--- src/rtl/wb_stage_if.sv ---
// Writeback stage bus: retiring-instruction handshake, load return
// path and register-file write port, grouped for wb_stage.
interface wb_stage_if #(
    parameter int REG_LEN = 32,
    parameter int RADDR_W = 5
);
    localparam int OFF_W = $clog2(REG_LEN / 8);

    logic               in_valid;
    logic               in_ready;
    logic [1:0]         rd_sel;
    logic [RADDR_W-1:0] rd_idx;
    logic [REG_LEN-1:0] imm;
    logic [REG_LEN-1:0] pc;
    logic [REG_LEN-1:0] alu_out;
    logic [2:0]         ld_fmt;
    logic [OFF_W-1:0]   ld_off;
    logic               mem_ack;
    logic [REG_LEN-1:0] rd_mem;
    logic               rd_we;
    logic [RADDR_W-1:0] rd_waddr;
    logic [REG_LEN-1:0] rd_d;
    logic               mem_err;

    modport master (
        output in_valid, rd_sel, rd_idx, imm, pc, alu_out,
        output ld_fmt, ld_off, mem_ack, rd_mem,
        input  in_ready, rd_we, rd_waddr, rd_d, mem_err
    );

    modport slave (
        input  in_valid, rd_sel, rd_idx, imm, pc, alu_out,
        input  ld_fmt, ld_off, mem_ack, rd_mem,
        output in_ready, rd_we, rd_waddr, rd_d, mem_err
    );
endinterface

--- src/rtl/wb_stage.sv ---
// Register-file writeback stage: selects rd data from IMM, PC+step,
// ALU or an extended load, waiting a bounded time for memory data.
module wb_stage #(
    parameter int REG_LEN     = 32,
    parameter int RADDR_W     = 5,
    parameter int PC_STEP     = 4,
    parameter int MEM_TIMEOUT = 15
) (
    input logic      clk,
    input logic      rst,
    wb_stage_if.slave bus
);
    localparam int OFF_W = $clog2(REG_LEN / 8);
    localparam int CNT_W = $clog2(MEM_TIMEOUT + 1);
    localparam logic [CNT_W-1:0] CNT_LAST = CNT_W'(MEM_TIMEOUT - 1);

    localparam logic [1:0] RD_IMM  = 2'd0;
    localparam logic [1:0] RD_PCP4 = 2'd1;
    localparam logic [1:0] RD_ALU  = 2'd2;
    localparam logic [1:0] RD_MEM  = 2'd3;

    typedef enum logic [0:0] {
        IDLE,
        WAIT_MEM
    } state_t;

    state_t             state, state_n;
    logic [CNT_W-1:0]   cnt, cnt_n;
    logic [RADDR_W-1:0] idx_q, idx_n;
    logic [2:0]         fmt_q, fmt_n;
    logic [OFF_W-1:0]   off_q, off_n;
    logic               we_q, we_n;
    logic [RADDR_W-1:0] waddr_q, waddr_n;
    logic [REG_LEN-1:0] d_q, d_n;
    logic               err_q, err_n;
    logic [REG_LEN-1:0] sel_d;

    // Load lanes are picked by shifting the byte offset down to bit 0;
    // halves at the top byte simply see zeros above the word.
    function automatic logic [REG_LEN-1:0] extend(
        input logic [REG_LEN-1:0] d,
        input logic [2:0]         fmt,
        input logic [OFF_W-1:0]   off
    );
        logic [7:0]  b;
        logic [15:0] h;
        b = 8'(d >> {off, 3'b000});
        h = 16'(d >> {off, 3'b000});
        case (fmt)
            3'b000:  return REG_LEN'($signed(b));
            3'b001:  return REG_LEN'($signed(h));
            3'b100:  return REG_LEN'(b);
            3'b101:  return REG_LEN'(h);
            default: return REG_LEN'($signed(d[31:0]));
        endcase
    endfunction

    assign bus.in_ready = (state == IDLE);
    assign bus.rd_we    = we_q;
    assign bus.rd_waddr = waddr_q;
    assign bus.rd_d     = d_q;
    assign bus.mem_err  = err_q;

    // Non-load rd data source
    always_comb begin
        sel_d = bus.alu_out;
        unique case (bus.rd_sel)
            RD_IMM:  sel_d = bus.imm;
            RD_PCP4: sel_d = bus.pc + REG_LEN'(PC_STEP);
            default: sel_d = bus.alu_out;
        endcase
    end

    // Next-state and registered-output logic
    always_comb begin
        state_n = state;
        cnt_n   = cnt;
        idx_n   = idx_q;
        fmt_n   = fmt_q;
        off_n   = off_q;
        we_n    = 1'b0;
        waddr_n = waddr_q;
        d_n     = d_q;
        err_n   = 1'b0;
        unique case (state)
            IDLE: begin
                if (bus.in_valid) begin
                    if (bus.rd_sel == RD_MEM) begin
                        state_n = WAIT_MEM;
                        cnt_n   = '0;
                        idx_n   = bus.rd_idx;
                        fmt_n   = bus.ld_fmt;
                        off_n   = bus.ld_off;
                    end else if (bus.rd_idx != '0) begin
                        we_n    = 1'b1;
                        waddr_n = bus.rd_idx;
                        d_n     = sel_d;
                    end
                end
            end
            WAIT_MEM: begin
                if (bus.mem_ack) begin
                    state_n = IDLE;
                    if (idx_q != '0) begin
                        we_n    = 1'b1;
                        waddr_n = idx_q;
                        d_n     = extend(bus.rd_mem, fmt_q, off_q);
                    end
                end else if (cnt == CNT_LAST) begin
                    state_n = IDLE;
                    err_n   = 1'b1;
                end else begin
                    cnt_n = cnt + 1'b1;
                end
            end
            default: state_n = IDLE;
        endcase
    end

    // State and output registers
    always_ff @(posedge clk or posedge rst) begin
        if (rst) begin
            state   <= IDLE;
            cnt     <= '0;
            idx_q   <= '0;
            fmt_q   <= '0;
            off_q   <= '0;
            we_q    <= 1'b0;
            waddr_q <= '0;
            d_q     <= '0;
            err_q   <= 1'b0;
        end else begin
            state   <= state_n;
            cnt     <= cnt_n;
            idx_q   <= idx_n;
            fmt_q   <= fmt_n;
            off_q   <= off_n;
            we_q    <= we_n;
            waddr_q <= waddr_n;
            d_q     <= d_n;
            err_q   <= err_n;
        end
    end
endmodule
--- src/flat_wrapper.sv ---
// flat-port wrapper written by rule: the top's interface ports become plain ports
module wb_stage_flat 
#(
    parameter int REG_LEN     = 32,
    parameter int RADDR_W     = 5,
    parameter int PC_STEP     = 4,
    parameter int MEM_TIMEOUT = 15
)
  (clk, rst, bus_in_valid, bus_rd_sel, bus_rd_idx, bus_imm, bus_pc, bus_alu_out, bus_ld_fmt, bus_ld_off, bus_mem_ack, bus_rd_mem, bus_in_ready, bus_rd_we, bus_rd_waddr, bus_rd_d, bus_mem_err);
  wb_stage_if #(.REG_LEN(REG_LEN), .RADDR_W(RADDR_W)) bus_i ();
  input logic clk;
  input logic rst;
  input wire logic [$bits(bus_i.in_valid)-1:0] bus_in_valid;
  input wire logic [$bits(bus_i.rd_sel)-1:0] bus_rd_sel;
  input wire logic [$bits(bus_i.rd_idx)-1:0] bus_rd_idx;
  input wire logic [$bits(bus_i.imm)-1:0] bus_imm;
  input wire logic [$bits(bus_i.pc)-1:0] bus_pc;
  input wire logic [$bits(bus_i.alu_out)-1:0] bus_alu_out;
  input wire logic [$bits(bus_i.ld_fmt)-1:0] bus_ld_fmt;
  input wire logic [$bits(bus_i.ld_off)-1:0] bus_ld_off;
  input wire logic [$bits(bus_i.mem_ack)-1:0] bus_mem_ack;
  input wire logic [$bits(bus_i.rd_mem)-1:0] bus_rd_mem;
  output wire logic [$bits(bus_i.in_ready)-1:0] bus_in_ready;
  output wire logic [$bits(bus_i.rd_we)-1:0] bus_rd_we;
  output wire logic [$bits(bus_i.rd_waddr)-1:0] bus_rd_waddr;
  output wire logic [$bits(bus_i.rd_d)-1:0] bus_rd_d;
  output wire logic [$bits(bus_i.mem_err)-1:0] bus_mem_err;
  assign bus_i.in_valid = bus_in_valid;
  assign bus_i.rd_sel = bus_rd_sel;
  assign bus_i.rd_idx = bus_rd_idx;
  assign bus_i.imm = bus_imm;
  assign bus_i.pc = bus_pc;
  assign bus_i.alu_out = bus_alu_out;
  assign bus_i.ld_fmt = bus_ld_fmt;
  assign bus_i.ld_off = bus_ld_off;
  assign bus_i.mem_ack = bus_mem_ack;
  assign bus_i.rd_mem = bus_rd_mem;
  assign bus_in_ready = bus_i.in_ready;
  assign bus_rd_we = bus_i.rd_we;
  assign bus_rd_waddr = bus_i.rd_waddr;
  assign bus_rd_d = bus_i.rd_d;
  assign bus_mem_err = bus_i.mem_err;
  wb_stage #(.REG_LEN(REG_LEN), .RADDR_W(RADDR_W), .PC_STEP(PC_STEP), .MEM_TIMEOUT(MEM_TIMEOUT)) u_core (.clk(clk), .rst(rst), .bus(bus_i));
endmodule
--- config.mk ---
export PLATFORM = sky130hd
export DESIGN_NAME = wb_stage_flat
export DESIGN_NICKNAME = d
export VERILOG_FILES = /design/src/rtl/wb_stage_if.sv /design/src/rtl/wb_stage.sv /design/src/flat_wrapper.sv
export SDC_FILE = /design/constraint.sdc
export NUM_CORES = 1
export LEC_CHECK = 0
export CAP_MARGIN = 5
export CORE_UTILIZATION = 45
export CTS_BUF_LIST = sky130_fd_sc_hd__clkbuf_8
export DETAILED_ROUTE_END_ITERATION = 7
export PLACE_DENSITY_LB_ADDON = 0.3
export SKIP_CTS_REPAIR_TIMING = 1
export SLEW_MARGIN = 15
export SYNTH_ARGS = -nofsm -noshare
export SYNTH_HDL_FRONTEND = slang
export SYNTH_SLANG_ARGS = --single-unit
--- constraint.sdc ---
create_clock -name clk -period 3.4 [get_ports clk]
set_clock_uncertainty 0.15 [all_clocks]
set_input_delay 0.68 -clock clk [delete_from_list [all_inputs] [get_ports clk]]
set_output_delay 0.68 -clock clk [all_outputs]
set_load 0.03 [all_outputs]
# Word-level counts from Yosys, hierarchy flattened
# Index checks and enable logic that the tools add are counted.
word_totals:
  in_bits: 144
  reg_bits: 54
  elab_cells: 67
  output_inout_bits: 40
classes:
  add_sub_neg: 2
  eq_ne: 14
  n_mux: 33
  reduce_logical: 7
  shift: 1
  n_bitwise: 1
ops:
  columns: ["operator", "n"]
  rows:
  - ["two-way mux 32 bit", 5]
  - ["case mux 32 bit (2 select lines)", 2]
  - ["case mux 32 bit (4 select lines)", 1]
  - ["adder 32 x 3 -> 32 bit (second input constant)", 1]
  - [">> shifter 32 x 5 -> 16 bit", 1]
  - ["two-way mux 5 bit", 5]
  - ["two-way mux 4 bit", 4]
  - ["two-way mux 1 bit", 12]
  - ["!= test 2 bit (second input constant)", 6]
  - ["case mux 5 bit (2 select lines)", 1]
  - ["nonzero test 5 bit", 2]
  - ["case mux 4 bit (2 select lines)", 1]
  - ["== test 3 bit (second input constant)", 2]
  - ["AND reduction 5 bit", 1]
  - ["adder 4 x 1 -> 4 bit (second input constant)", 1]
  - ["== test 4 bit (second input constant)", 1]
  - ["!= test 2 x 1 -> 1 bit (second input constant)", 2]
  - ["case mux 1 bit (2 select lines)", 2]
  - ["AND reduction 4 bit", 1]
  - ["== test 3 x 1 -> 1 bit (second input constant)", 1]
  - ["zero test 3 bit", 1]
  - ["AND reduction 3 bit", 1]
  - ["== test 2 x 1 -> 1 bit (second input constant)", 1]
  - ["== test 2 bit (second input constant)", 1]
  - ["other kinds (2)", 2]

# Longest topological paths before layout
# Gate-level depths: netlist of run 1.
logic_depth:
  word_depth: 6
  ltp_mapped: 10
  mapped_depth_nobuf: 7

# Worst setup path before layout of run 1
# No wires, ideal clock.
synth_path:
  path_type: "input to register"
  start: "input bus_pc[4]"
  end: "register u_core.d_q[31], in the netlist u_core.bus.rd_d[31]"
  arrival_ns: 2.334
  cell_stages: 6
  slack_ns: 0.822
  path_cell_list: "clkbuf_1 -> nand2_1 -> or3b_2 -> nor3_1 -> mux2_2 -> a221oi_2"
synth_via:
  elab_chain_cells: 6
synth_rtl:
  columns: ["item", "line_no", "text"]
  rows:
  - ["from (decl)", "flat_wrapper.sv:17", "input wire logic [$bits(bus_i.pc)-1:0] bus_pc;"]
  - ["adder 32 x 3 -> 32 bit", "wb_stage.sv:69", "RD_PCP4: sel_d = bus.pc + REG_LEN'(PC_STEP);"]
  - ["case mux 32 bit (2 select lines)", "wb_stage.sv:67", "unique case (bus.rd_sel)"]
  - ["two-way mux 32 bit", "wb_stage.sv:94", "end else if (bus.rd_idx != '0) begin"]
  - ["two-way mux 32 bit", "wb_stage.sv:88", "if (bus.rd_sel == RD_MEM) begin"]
  - ["two-way mux 32 bit", "wb_stage.sv:87", "if (bus.in_valid) begin"]
  - ["case mux 32 bit (2 select lines)", "wb_stage.sv:85", "unique case (state)"]
  - ["to (signal assigned)", "wb_stage.sv:140", "d_q <= d_n;"]
  - ["to (decl)", "wb_stage.sv:34", "logic [REG_LEN-1:0] d_q, d_n;"]
# Every way passes these cells. The select of a mux whose other input is x is not followed.
# A chain may end at the register's enable or synchronous reset.

# Worst setup path in the final report of run 1
layout_path:
  start: "input bus_pc[20]"
  end: "register u_core.d_q[31], in the netlist u_core.bus.rd_d[31]"
# Same word-level chain as after synthesis.

==> metrics, run 1 <==
final hold violation count 0; quantity of I/O buffers inserted on ports 183; source of the worst register-to-register timing path u_core.state; worst min path class reg -> reg; routed vias/inst roughly 6.0; number of core rows 35; residual antenna-violating net count after detailed routing 0; count of vias placed by the detailed router roughly 4900; remaining global-route overflow 0; number of maximum-capacitance violations 0; CP Launch Type input port; Global Route Usage Sum 0.343; data required time of the critical path 3.48 ns; area occupied by multi-input gates around 2700 sq um; Post-synth ARST share 1.00; Core Region roughly 9000 sq um; RSZ-0062 raised after global routing false; power per standard cell area about 420 nW/um^2; sequential cell area fraction in the yosys report 0.314; WL per Instance about 21 um; unique cell type count in the Yosys netlist slightly below 60; synthesized netlist cell count 523; critical path fanouts, max 6; hold path depth 2; portion of synthesized cell area occupied by the leading cell type 0.314; final wirelength ~17000 um; min cycle time layout 2.87 ns; type of the worst setup path in -> reg; R2R Path End u_core.bus.rd_d[15]; top library cells by usage in the layout, fill and taps aside clkdlybuf4s50_1 (182), nand2_1 (63), dfrtp_1 (54); share of the clock period used by the worst path 0.845; number of fillers in the final layout between 700 and 800; weighted congestion reported at the end of routability-driven placement about 0.95; Avg Synthesized Cell Area between 8 and 9 sq um; clock buffer depth 2; final total power around 2700 uW; worst-skew pair later-pin latency ~0.31 ns; maximum VDD drop 0.291 mV; Arrival @ worst endpoint 2.95 ns; x dimension of the die between 90 and 100 um; number of setup violations in the final report 0; Net count, final between 800 and 900; antenna violations before repair 0; warning count from the yosys run 0; Die Footprint between 9000 and 10000 sq um; Worst Setup End Kind flop; clock tree root buffer cell clkbuf_8; f_max roughly 0.35 GHz; DRC violation count after routing 0; register bit count reported by yosys 54; global-route wire length before repair about 26000 um; capture endpoint of the worst hold path u_core.bus.rd_d[13]; Antenna Cells 0; Clk pin slew, worst setup/hold paths ~0.11 ns; total negative slack 0 ns; total clock buffers created by CTS 5; P_leak approximately 0.0024 uW; post-synthesis instance area between 4000 and 5000 sq um; synthesis-to-finish area growth 47.7%; number of levels the H-tree was split into 2; vertical extent of the die 99.8 um; vias in the first global route roughly 4800; starting DRC count in detailed routing between 300 and 400; count of final max-slew check failures 0; Pre-antenna DRT Iters 5; clock tree from TritonCTS yes; total clock sinks 54; outcome finished clean; I/O pins around 180; worst slew margin relative to its limit 0.516; total area of sequential cells about 1400 sq um; setup slack on the worst flop-to-flop path between 0.7 and 0.8 ns; number of enable flip-flop cells after synthesis 0; ratio of cells with drive above 1 in the final layout 0.0902; library cell occupying the most area in the post-synthesis netlist dfrtp_1; Hold Startpoint u_core.bus.rd_d[13]; initial core utilization 0.465; syn_nets 670; worst r2r path cells 6; ranking of synthesized cells by area dfrtp_1 (31%), o21ai_0 (5.9%), nand2_1 (5.5%); placed wire-length estimate after detailed placement 13200 um; largest net degree at the start of global routing 56; ys flop type dfrtp_1; worst-margin pin slew between 0.7 and 0.8 ns; most frequent standard cell in the layout excluding fill and tap cells clkdlybuf4s50_1
cells by family after synthesis:
logic type / share of synthesized area
compound gates: 0.283
xor+xnor: 0.0265
fa+ha+maj: 0.00873
buf+inv: 0.0532
flops: 0.314
mux: 0.0777
simple gates: 0.237
through the flow:
step | utilization | hold slack, ns | instance area [sq um] | worst slack [ns] | instances
finish | 0.688 | 0.337 | 6350 | 0.528 | 816
global placement | 0.675 | 0.310 | 6240 | 0.277 | 808
floorplan | - | 0.324 | 4300 | 0.822 | 523
global route | 0.688 | 0.385 | 6350 | 0.403 | 816
detailed placement | 0.675 | 0.315 | 6240 | 0.229 | 808
CTS | 0.688 | 0.339 | 6350 | 0.559 | 816
final cells by class:
| class | count | share of cell area |
|---|---|---|
| multi-input cells | 414 | 0.428 |
| repair buffers | 200 | 0.310 |
| flip-flops and latches | 54 | 0.213 |
| well taps | 129 | 0.0254 |
| clock buffers | 5 | 0.0108 |
| clock inverters | 3 | 0.00689 |
| inverters | 11 | 0.00650 |
registers in the layout, summed over array words and instances (netlist names):
signal               cells
u_core.cnt               4
u_core.idx_q             5
u_core.bus.rd_we         1
u_core.bus.rd_waddr      5
u_core.state             1
u_core.off_q             2
u_core.bus.mem_err       1
u_core.bus.rd_d         32
u_core.fmt_q             3
critical path, cell delays in order:
cell             delay [ns]
clkdlybuf4s50_1        0.58
and4_1                 0.32
or3b_2                 0.53
nor3_1                 0.20
mux2_2                 0.36
a221oi_2               0.27
power by group:
part	internal, uW	switching (uW)
combinational	596	710
sequential	789	126
clock	222	236
total	1610	1070
how the worst max path moves through the flow:
stage                     from             endpoint  cells past startpoint
global placement    bus_pc[20]  u_core.bus.rd_d[31]                      6
finish              bus_pc[20]  u_core.bus.rd_d[31]                      6
global route         bus_pc[2]  u_core.bus.rd_d[28]                      7
CTS                 bus_pc[20]  u_core.bus.rd_d[31]                      6
floorplan            bus_pc[4]  u_core.bus.rd_d[31]                      6
detailed placement  bus_pc[20]  u_core.bus.rd_d[31]                      6
layer usage:
layer	vias up	share of wire	GRT usage
met5	-	0	0
met4	0	0.047	0.174
met3	49	0.077	0.0682
met2	242	0.46	0.555
met1	2334	0.41	0.435
li1	2277	-	-
synthesized netlist by cell type, drive strengths merged (7+ instances only):
cell	instances
buf	9
nand2b	11
clkbuf	35
a22oi	7
a221oi	17
nor3b	13
a21oi	27
inv	11
o21a	8
a211oi	19
o21ai	51
nand3	15
nand4	9
mux2i	12
o31a	8
nor4	11
nor3	11
dfrtp	54
nand2	63
mux2	17
nor2	30
xnor2	8
nor2b	10
(Power assumes the default switching activity.)
==> run 2: changes to the inputs <==
--- a/config.mk
+++ b/config.mk
@@ -6,7 +6,7 @@
 export NUM_CORES = 1
 export LEC_CHECK = 0
 export CAP_MARGIN = 5
-export CORE_UTILIZATION = 45
+export CORE_UTILIZATION = 44
 export CTS_BUF_LIST = sky130_fd_sc_hd__clkbuf_8
 export DETAILED_ROUTE_END_ITERATION = 7
 export PLACE_DENSITY_LB_ADDON = 0.3
==> constraint.sdc (replaced) <==
create_clock -name clk -period 3 [get_ports clk]
set_clock_uncertainty 0.15 [all_clocks]
set_input_delay 0.6 -clock clk [delete_from_list [all_inputs] [get_ports clk]]
set_output_delay 0.6 -clock clk [all_outputs]
set_load 0.03 [all_outputs]
==> metrics, run 2 (synthesis results as in run 1) <==
outcome finished clean; Net count, final 870; number of levels the H-tree was split into 2; worst-margin pin slew 0.577 ns; setup slack on the worst flop-to-flop path approximately 0.60 ns; worst slew margin relative to its limit 0.615; clock tree root buffer cell clkbuf_8; Antenna Cells 0; CP Launch Type input port; Arrival @ worst endpoint around 2.7 ns; most frequent standard cell in the layout excluding fill and tap cells clkdlybuf4s50_1; remaining global-route overflow 0; total clock sinks 54; DRC violation count after routing 0; P_leak approximately 0.0026 uW; Die Footprint between 10000 and 15000 sq um; routed vias/inst 5.94; hold path depth 2; switching share of power 0.409; crit path cell chain clkdlybuf4s50_1 -> and4_1 -> or3b_2 -> nor3_1 -> mux2_2 -> a221oi_2; type of the worst setup path in -> reg; I/O pins about 180; ratio of cells with drive above 1 in the final layout 0.137; Global Route Usage Sum 0.343; power per standard cell area 455 nW/um^2; part of the power in combinational logic 0.519; RSZ-0062 raised after global routing false; weighted congestion reported at the end of routability-driven placement 0.952; top library cells by usage in the layout, fill and taps aside clkdlybuf4s50_1 (182), nand2_1 (63), dfrtp_1 (54); clock tree from TritonCTS yes; data required time of the critical path approximately 3 ns; worst min path class reg -> reg; final cell utilization of the core 0.710; number of maximum-capacitance violations 0; Core Region roughly 9400 sq um; residual antenna-violating net count after detailed routing 0; clock buffer depth 2; Worst Setup End Kind flop; number of setup violations in the final report 0; vertical extent of the die around 100 um; final hold violation count 0; min cycle time layout between 2 and 3 ns; worst-skew pair later-pin latency ~0.32 ns; f_max 0.385 GHz; placed wire-length estimate after detailed placement between 10000 and 15000 um; final wirelength 17400 um; switching power summed over all nets 1240 uW; number of flip-flops in the largest register 32; count of final max-slew check failures 0; antenna violations before repair 0; Pre-antenna DRT Iters 5; CP peak stage delay 0.49 ns; maximum VDD drop approximately 0.35 mV; worst r2r path cells 6; synthesis-to-finish area growth 54.7%; number of core rows 35; R2R Path End u_core.bus.rd_d[25]; critical path fanouts, max 2; Pint about 1800 uW; count of vias placed by the detailed router roughly 5100; number of fillers in the final layout between 700 and 800; total clock buffers created by CTS 5; sequential group share of total power 0.335; largest net degree at the start of global routing 56; Clk pin slew, worst setup/hold paths between 0.1 and 0.15 ns; WL per Instance ~20 um; total negative slack 0 ns; sum of buffers and inverters on the critical path 1; part of the total power dissipated in the clock network 0.147; family with the most delay on the worst path simple AND/OR/NAND/NOR gates; global-route wire length before repair 26600 um; Worst path slowest cell clkdlybuf4s50_1; initial core utilization 0.459; Hold Startpoint u_core.bus.rd_waddr[4]; quantity of I/O buffers inserted on ports ~180; starting DRC count in detailed routing around 440; capture endpoint of the worst hold path u_core.bus.rd_waddr[4]; share of the clock period used by the worst path 0.867; vias in the first global route ~4900; source of the worst register-to-register timing path u_core.idx_q[3]; x dimension of the die ~100 um
-- run 2: changes by cell type in the layout (fill, tap and decap cells not counted), sizes merged --
cell and change:
buf +37, bufinv -1, clkinv +1
-- run 2: worst reg2reg max path: cells and delay by family, from the launching register on --
kind            cells  cell delay (ns)
simple gates        3             1.03
compound gates      2             0.64
flops               1             0.41
buf+inv             1             0.08
-- run 2: stage by stage --
step | instance area, sq um | std cells | worst slack [ns] | power [uW] | hold slack, ns
after floorplan | 4300 | 523 | 0.502 | 1840 | 0.324
after global placement | 6560 | 845 | 0.0805 | 2550 | 0.316
after detailed placement | 6560 | 845 | 0.0706 | 2580 | 0.323
after CTS | 6650 | 853 | 0.394 | 3030 | 0.352
after global routing | 6650 | 853 | 0.248 | 3170 | 0.370
final | 6650 | 853 | 0.400 | 3030 | 0.347
-- run 2: worst max path at each step --
stage,from,to,slack [ns],depth (start not counted)
6_report,bus_pc[21],u_core.bus.rd_d[31],0.40,6
5_1_grt,bus_pc[2],u_core.bus.rd_d[28],0.25,9
4_1_cts,bus_pc[21],u_core.bus.rd_d[31],0.39,6
3_5_place_dp,bus_pc[21],u_core.bus.rd_d[31],0.07,6
3_3_place_gp,bus_pc[23],u_core.bus.rd_d[31],0.08,6
2_1_floorplan,bus_pc[4],u_core.bus.rd_d[31],0.50,6
-- run 2: final cells by class --
cell class | count | area, sq um | share of cell area
clock buffers | 5 | 68.8 | 0.0103
clock inverters | 3 | 28.8 | 0.00432
repair buffers | 237 | 2280 | 0.343
inverters | 11 | 41.3 | 0.00621
flip-flops and latches | 54 | 1350 | 0.203
well taps | 129 | 161 | 0.0243
multi-input cells | 414 | 2720 | 0.409
-- run 2: layer usage --
metal | vias to the layer above | GRT usage | share of wire
li1 | 2353 | - | -
met1 | 2412 | 0.458 | 0.42
met2 | 272 | 0.568 | 0.47
met3 | 32 | 0.0492 | 0.080
met4 | 0 | 0.120 | 0.031
met5 | - | 0 | 0
-- run 2: power groups by stage --
stage	sequential [uW]	clock, uW	combinational [uW]
2_1_floorplan	1250	0	587
3_3_place_gp	1020	0	1530
3_5_place_dp	1030	0	1560
4_1_cts	1010	453	1560
5_1_grt	1030	470	1670
6_report	1010	444	1570
==> run 3: changes to the inputs <==
--- a/config.mk
+++ b/config.mk
@@ -9,7 +9,7 @@
 export CORE_UTILIZATION = 44
 export CTS_BUF_LIST = sky130_fd_sc_hd__clkbuf_8
 export DETAILED_ROUTE_END_ITERATION = 7
-export PLACE_DENSITY_LB_ADDON = 0.3
+export PLACE_DENSITY_LB_ADDON = 0.08
 export SKIP_CTS_REPAIR_TIMING = 1
 export SLEW_MARGIN = 15
 export SYNTH_ARGS = -nofsm -noshare
==> metrics, run 3 (synthesis results as in run 1) <==
outcome finished clean; number of core rows 35; WL per Instance a little under 20 um; total clock sinks 54; detailed route wirelength on metal3 approximately 1100 um; RSZ-0062 raised after global routing false; pre-CTS setup slack -0.0106 ns; number of maximum-capacitance violations 0; count of final max-slew check failures 0; quantity of I/O buffers inserted on ports 183; Pre-antenna DRT Iters 4; cell count after placement 838; detailed route wirelength on metal2 between 7000 and 8000 um; number of levels the H-tree was split into 2; initial core utilization 0.459; Arrival @ worst endpoint between 2 and 3 ns; clock tree root buffer cell clkbuf_8; worst min path class reg -> reg; f_max 0.372 GHz; total negative slack 0 ns; Net count, final 863; number of setup violations in the final report 0; number of flip-flops in the largest register 32; largest net degree at the start of global routing 32; type of the worst setup path in -> reg; residual antenna-violating net count after detailed routing 0; power per standard cell area 459 nW/um^2; number of fillers in the final layout around 790; min cycle time layout 2.69 ns; DRC violation count after routing 0; clock tree from TritonCTS yes; Worst path slowest cell clkdlybuf4s50_1; worst slew margin relative to its limit 0.593; placed wire-length estimate after detailed placement 13200 um; worst-skew pair later-pin latency 0.32 ns; final hold violation count 0; Die Footprint between 10000 and 15000 sq um; top library cells by usage in the layout, fill and taps aside clkdlybuf4s50_1 (182), nand2_1 (63), dfrtp_1 (54); vertical extent of the die ~100 um; post-placement cell area roughly 6500 sq um; clock buffer depth 2; Clk pin slew, worst setup/hold paths between 0.1 and 0.15 ns; worst hold margin about 0.35 ns; Global Route Usage Sum 0.332; CP Launch Type input port; routed vias/inst 5.87; Antenna Cells 0; remaining global-route overflow 0; I/O pins ~180; weighted congestion reported at the end of routability-driven placement slightly above 0.9; antenna violations before repair 0; vias in the first global route ~4900; synthesis-to-finish area growth 53.2%; count of vias placed by the detailed router 4963; total clock buffers created by CTS 5; DRT met1 WL 6970 um; critical path fanouts, max 6; share of the clock period used by the worst path 0.895; crit path cell chain clkdlybuf4s50_1 -> nand4_1 -> or3_1 -> nor4_1 -> o21ai_0 -> buf_4 -> a221oi_2; P_leak around 0.0025 uW; maximum VDD drop approximately 0.41 mV; global-route wire length before repair 25700 um; uppermost routed layer met4; Worst Setup End Kind flop; starting DRC count in detailed routing ~220; data required time of the critical path just over 3 ns; most frequent standard cell in the layout excluding fill and tap cells clkdlybuf4s50_1; non-filler cells in the finished layout roughly 850; ratio of cells with drive above 1 in the final layout 0.128; Final WS setup between 0.3 and 0.4 ns; Core Region roughly 9400 sq um; CP peak stage delay slightly below 0.6 ns; worst-margin pin slew 0.610 ns; x dimension of the die 101 um; final wirelength 16600 um; Final Instance Area approximately 6600 sq um
==> run 3: changes by cell type in the layout (fill, tap and decap cells not counted), sizes merged <==
cell,delta
buf,-7
==> run 3: critical path: cells and delay by family <==
kind / cells / cell delay (ns)
buf+inv: 2 / 0.76
simple gates: 3 / 0.99
compound gates: 2 / 0.41
==> run 3: path summary, 6_finish.rpt <==
| kind | to | start | cells after the start | slack [ns] |
|---|---|---|---|---|
| min in group asynchronous | u_core.bus.rd_d[0] | rst | 2 | 0.50 |
| worst max register to register | u_core.bus.rd_d[28] | u_core.idx_q[3] | 6 | 0.56 |
| worst min register to register | u_core.bus.rd_waddr[3] | u_core.bus.rd_waddr[3] | 2 | 0.35 |
| max in group asynchronous | u_core.bus.rd_d[9] | rst | 3 | 1.62 |
| worst min-delay path | u_core.bus.rd_waddr[3] | u_core.bus.rd_waddr[3] | 2 | 0.35 |
| worst max-delay path | u_core.bus.rd_d[19] | bus_pc[7] | 7 | 0.31 |
==> run 3: metal layers <==
| metal | global-route usage | vias to the layer above |
|---|---|---|
| met5 | 0 | - |
| met4 | 0.162 | 0 |
| met3 | 0.0444 | 43 |
| met2 | 0.559 | 233 |
| met1 | 0.422 | 2341 |
| li1 | - | 2346 |
==> run 3: power breakdown <==
group / internal [uW] / switching (uW) / total (uW) / leakage (uW)
clock: 174 / 291 / 466 / 0.0000502
combinational: 715 / 832 / 1550 / 0.00184
sequential: 895 / 117 / 1010 / 0.000646
==> run 3: stage by stage <==
| stage | power (uW) | utilization |
|---|---|---|
| floorplan | 1840 | - |
| global placement | 2530 | 0.693 |
| detailed placement | 2560 | 0.693 |
| CTS | 3020 | 0.703 |
| global route | 3170 | 0.703 |
| finish | 3020 | 0.703 |
==> run 3: cell type report <==
type	instances	area, sq um	area share
well taps	129	161	0.0245
clock buffers	5	68.8	0.0104
inverters	11	41.3	0.00627
flip-flops and latches	54	1350	0.205
clock inverters	3	28.8	0.00437
multi-input cells	414	2720	0.413
repair buffers	230	2220	0.336
